[config.mk]
export PLATFORM = sky130hd
export DESIGN_NAME = truth_table_sweeper
export DESIGN_NICKNAME = d
export VERILOG_FILES = /design/src/rtl/truth_table_sweeper_pkg.sv /design/src/rtl/truth_table_sweeper_dwell_counter.sv /design/src/rtl/truth_table_sweeper.sv
export SDC_FILE = /design/constraint.sdc
export NUM_CORES = 1
export LEC_CHECK = 0
export ABC_AREA = 1
export BUFFER_PORTS_ARGS = -buffer_cell sky130_fd_sc_hd__buf_2
export CORE_AREA = 2 2 79 81
export DETAILED_ROUTE_END_ITERATION = 7
export DIE_AREA = 0 0 81 83
export MAX_ROUTING_LAYER = met4
export PLACE_DENSITY = 0.54
export REMOVE_ABC_BUFFERS = 1
export SKIP_LAST_GASP = 1
export SLEW_MARGIN = 20
export SYNTH_ARGS = -nofsm -noshare
export SYNTH_HDL_FRONTEND = slang
export SYNTH_SLANG_ARGS = --single-unit
[constraint.sdc]
create_clock -name clk -period 1.6 [get_ports clk]
set_input_delay 0.48 -clock clk [delete_from_list [all_inputs] [get_ports clk]]
set_output_delay 0.48 -clock clk [all_outputs]
set_load 0.03 [all_outputs]
[src/rtl/truth_table_sweeper_pkg.sv]
// Shared types and constants for the truth-table sweeper.
package truth_sweep_pkg;

    localparam int NUM_VECTORS = 16;
    localparam int VEC_W       = 4;

    typedef enum logic [1:0] {
        IDLE   = 2'd0,
        SETTLE = 2'd1,
        SAMPLE = 2'd2,
        DONE   = 2'd3
    } state_t;

endpackage

[src/rtl/truth_table_sweeper_dwell_counter.sv]
// Dwell counter: counts settle cycles for one input vector and flags the
// last settle cycle (count == DWELL-2) so the next cycle can sample.
module dwell_counter
    import truth_sweep_pkg::*;
#(
    parameter int DWELL = 4,
    parameter int CNT_W = 8
) (
    input  logic i_clk,
    input  logic i_rst,
    input  logic i_clr,
    input  logic i_en,
    output logic o_term
);

    logic [CNT_W-1:0] r_count;

    // Count settle cycles; clear has priority over enable.
    always_ff @(posedge i_clk) begin
        if (i_rst) begin
            r_count <= {CNT_W{1'b0}};
        end else if (i_clr) begin
            r_count <= {CNT_W{1'b0}};
        end else if (i_en) begin
            r_count <= r_count + {{(CNT_W-1){1'b0}}, 1'b1};
        end else begin
            r_count <= r_count;
        end
    end

    assign o_term = (r_count == CNT_W'(DWELL - 2));

endmodule

[src/rtl/truth_table_sweeper.sv]
// Truth-table sweeper: drives all 16 A..D combinations in ascending order,
// holds each for DWELL cycles, samples y on the last cycle and builds a
// 16-bit truth table with its minterm count.
// Optional feature: define TRUTH_SWEEP_COMPARE_EN to compare the captured
// table against the expected input at the end of each sweep.
module truth_table_sweeper
    import truth_sweep_pkg::*;
#(
    parameter int DWELL = 4,
    parameter int CNT_W = 8
) (
    input  logic        clk,
    input  logic        rst,
    input  logic        start,
    input  logic        y,
    input  logic [15:0] expected,
    output logic        a,
    output logic        b,
    output logic        c,
    output logic        d,
    output logic        busy,
    output logic        done,
    output logic [15:0] table_out,
    output logic        table_valid,
    output logic [4:0]  ones_count,
    output logic        mismatch
);

    state_t           r_state;
    state_t           w_next;
    logic [VEC_W-1:0] r_vec;
    logic [15:0]      r_table;
    logic [4:0]       r_ones;
    logic             r_valid;
    logic             r_busy;
    logic             r_done;
    logic             r_mismatch;
    logic             w_term;
    logic             w_cnt_clr;
    logic             w_cnt_en;

    localparam logic [VEC_W-1:0] LAST_VEC = VEC_W'(NUM_VECTORS - 1);

    dwell_counter #(
        .DWELL (DWELL),
        .CNT_W (CNT_W)
    ) u_dwell (
        .i_clk  (clk),
        .i_rst  (rst),
        .i_clr  (w_cnt_clr),
        .i_en   (w_cnt_en),
        .o_term (w_term)
    );

    // State register.
    always_ff @(posedge clk) begin
        if (rst) begin
            r_state <= IDLE;
        end else begin
            r_state <= w_next;
        end
    end

    // Next-state logic and dwell counter control.
    always_comb begin
        w_next    = r_state;
        w_cnt_clr = 1'b0;
        w_cnt_en  = 1'b0;
        case (r_state)
            IDLE: begin
                w_cnt_clr = 1'b1;
                if (start) begin
                    w_next = SETTLE;
                end else begin
                    w_next = IDLE;
                end
            end
            SETTLE: begin
                w_cnt_en = 1'b1;
                if (w_term) begin
                    w_next = SAMPLE;
                end else begin
                    w_next = SETTLE;
                end
            end
            SAMPLE: begin
                w_cnt_clr = 1'b1;
                if (r_vec == LAST_VEC) begin
                    w_next = DONE;
                end else begin
                    w_next = SETTLE;
                end
            end
            DONE: begin
                w_cnt_clr = 1'b1;
                w_next    = IDLE;
            end
            default: begin
                w_cnt_clr = 1'b1;
                w_next    = IDLE;
            end
        endcase
    end

    // Datapath: vector drive, table capture and registered status outputs.
    // busy/done are registered from the next state so they line up with the
    // state they describe.
    always_ff @(posedge clk) begin
        if (rst) begin
            r_vec      <= {VEC_W{1'b0}};
            r_table    <= 16'h0000;
            r_ones     <= 5'd0;
            r_valid    <= 1'b0;
            r_busy     <= 1'b0;
            r_done     <= 1'b0;
            r_mismatch <= 1'b0;
        end else begin
            r_busy <= (w_next == SETTLE) || (w_next == SAMPLE);
            r_done <= (w_next == DONE);
            case (r_state)
                IDLE: begin
                    if (start) begin
                        r_vec      <= {VEC_W{1'b0}};
                        r_table    <= 16'h0000;
                        r_ones     <= 5'd0;
                        r_valid    <= 1'b0;
                        r_mismatch <= 1'b0;
                    end
                end
                SAMPLE: begin
                    r_table[r_vec] <= y;
                    r_ones         <= r_ones + {4'd0, y};
                    if (r_vec != LAST_VEC) begin
                        r_vec <= r_vec + {{(VEC_W-1){1'b0}}, 1'b1};
                    end
                end
                DONE: begin
                    r_valid <= 1'b1;
                    // Return the drive to 0000 for IDLE.
                    r_vec   <= {VEC_W{1'b0}};
`ifdef TRUTH_SWEEP_COMPARE_EN
                    r_mismatch <= (r_table != expected);
`else
                    r_mismatch <= 1'b0;
`endif
                end
                default: begin
                    r_vec <= r_vec;
                end
            endcase
        end
    end

`ifndef TRUTH_SWEEP_COMPARE_EN
    // expected has no consumer when the comparator is not built.
    logic w_unused_expected;
    assign w_unused_expected = ^expected;
`endif

    assign a           = r_vec[3];
    assign b           = r_vec[2];
    assign c           = r_vec[1];
    assign d           = r_vec[0];
    assign busy        = r_busy;
    assign done        = r_done;
    assign table_out   = r_table;
    assign table_valid = r_valid;
    assign ones_count  = r_ones;
    assign mismatch    = r_mismatch;

endmodule

==> impl_metrics.ini <==
[run_status]
status = finished, final reports clean

[yosys]
ys_seq_area_share_pct = 38.2
synth_area_um2 = 1990
yosys_warnings = 0
ys_ff_latch = 38
postSynthAreaPerCell_um2 = 6.80
synth_cell_types = 23
synthCells = 293

[detailed_routing]
wl_um = 4590
drc_errors = 0
antenna_left = 0
vias = 1924
first_iter_violations = 79
vias_per_cell = 4.58
wire_per_inst_um = 10.9
dr.pass1.iters = 4

[clocking]
cts_tree = done
clkSinkCount = 38
cts_setup_buffers = 0
ctsResizeCount = 0
clock_latency_ns = 0.29
clk_pin_slew_ns = 0.07
ctsHoldBuffers = 0
cts_inserted_buffers = 5
ctsHtreeMaxLevel = 2
root_buffer = clkbuf_8
clockBufferDepth = 2

[pwr]
peakVddDrop_uv = 322
p_leak_nw = 1.11
p_per_area_nw_per_um2 = 721

[global_routing]
grt_overflow = 0
first_global_vias = 1958
grt_start_max_net_pins = 26
grt_pass1_wl_um = 8630
antenna_found_initial = 0
grt_usage_pct = 16.5

[cells_and_area]
final_common_cell = nand2_1
instances_no_fill = 420
utilization_pct = 42.7
num_antenna_cells = 0
mostFrequentLayoutCells = nand2_1 (86), dfxtp_1 (36), buf_2 (31)
regArea_um2 = 763
drive_above_1_share_pct = 21.4
multi_input_area_um2 = 1080
nets = 377
area_delta_synth_final_pct = 24.7
fill_cells = 648

[critical_path]
r2r_slack_ns = 0.12
cp-end-kind = output port
r2r_end = busy
r2r_cells = 10
start_kind = flop
max_stage_delay_ns = 0.35
worstPathMaxFanout = 9
critPathKind = flop to output port
crit_buf_inv = 2
path_cells = buf_4 > buf_2
cp.arrival_ns = 1.02
crit_family = buffers and inverters
critPathSlowestCell = dfxtp_1
r2r_start = r_state[0]
required_ns = 1.12

[sta]
final_hold_viol_count = 0
finalMaxSlewViolations = 0
finClkSkew_ns = 0.00788
setup_viol = 0
rsz0062_at_grt = true
min_period_ns = 1.50
whs_ns = 0.456
post-route-period-util_pct = 94.0
fmax_mhz = 665
tns_ns = 0

[worst_hold_path]
min-delay-start = table_out[10]
hold_path.class = flop to flop
holdPathStages = 2
min_delay_worst_endpoint = table_out[10]

[placement]
port_buffers = 31
place_inst = 412
hpwlAfterDp_um = 3430
gp_congestion = 0.824

[die]
chipHeight_um = 83
initial_core_util_pct = 34.3
core_area_um2 = 5820
num_rows = 28
die_width_um = 81
die_area_um2 = 6720
ioPinCount = 49

[job]
max_cap_violations = 0
## worst reg2reg max path, cell delays in order, from the launching register on
cell	delay [ns]
dfxtp_2	0.33
inv_1	0.05
ha_2	0.19
buf_4	0.15
nand2_1	0.07
nand2_2	0.06
inv_2	0.09
nand2_1	0.06
ha_1	0.28
inv_1	0.05
nor2_1	0.03
## metal layers
layer	wire [um]	global-route usage, %
met1	2240	20.4
met2	2140	26.6
met3	154	3.04
met4	58	5.55
met5	0	-
## how the worst max path moves through the flow
stage | cells past startpoint | end | start
6_report | 2 | b | r_vec[2]
5_1_grt | 10 | table_out[15] | r_state[0]
4_1_cts | 10 | busy | r_state[0]
3_5_place_dp | 10 | busy | r_state[0]
3_3_place_gp | 10 | busy | r_state[0]
2_1_floorplan | 8 | table_out[10] | r_state[0]
## final cells by class
cell class | instances | share of cell area (%)
Sequential cell | 38 | 30.7
Tap cell | 75 | 3.78
Multi-Input combinational cell | 214 | 43.3
Clock inverter | 1 | 0.201
Clock buffer | 7 | 3.47
Timing Repair Buffer | 55 | 14.0
Inverter | 30 | 4.53
## cells in the mapped netlist, drive strengths merged
master	n	share of area, %
o21ai	17	4.3
nand3	9	2.3
and3	2	0.63
conb	1	0.19
nand2	88	17
dfxtp	38	38
nor3	4	1.0
nand4	12	4.1
nor3b	3	1.1
nor2	32	6.2
buf	8	2.3
clkbuf	3	0.56
inv	30	5.6
or2	1	0.31
ha	13	8.2
a21oi	30	7.7
o21bai	2	0.75
## cell families (layout without fill, tap and decap cells)
group | after synthesis | count (layout) | share of synthesized area [%]
compound gates | 49 | 49 | 12.7
fa+ha+maj | 13 | 13 | 8.16
flops | 38 | 38 | 38.2
other cells | 1 | 1 | 0.188
simple gates | 151 | 151 | 32.3
buf+inv | 41 | 93 | 8.47
## power by group
part           total [W]  switching, W  internal, W
sequential      0.000954    0.00000258     0.000951
clock           0.000687      0.000339     0.000348
combinational   0.000151      0.000100    0.0000505
## through the flow
| step | cell area [um2] | total power (W) | setup slack [ns] |
|---|---|---|---|
| 4_1_cts | 2470 | 0.00182 | 0.0499 |
| 6_report | 2480 | 0.00179 | 0.0953 |
| 5_1_grt | 2480 | 0.00188 | -0.00316 |
| 3_5_place_dp | 2380 | 0.00113 | 0.0671 |
| 2_1_floorplan | 1940 | 0.00106 | -0.306 |
| 3_3_place_gp | 2380 | 0.00113 | 0.0785 |
## sequential cells by signal, indices dropped and copies added (netlist names)
register and flops:
done 1, table_valid 1, r_vec 4, table_out 16, busy 1, ones_count 5
r_state 2, u_dwell.r_count 8
Note: power is estimated with default switching activity, not from simulation.
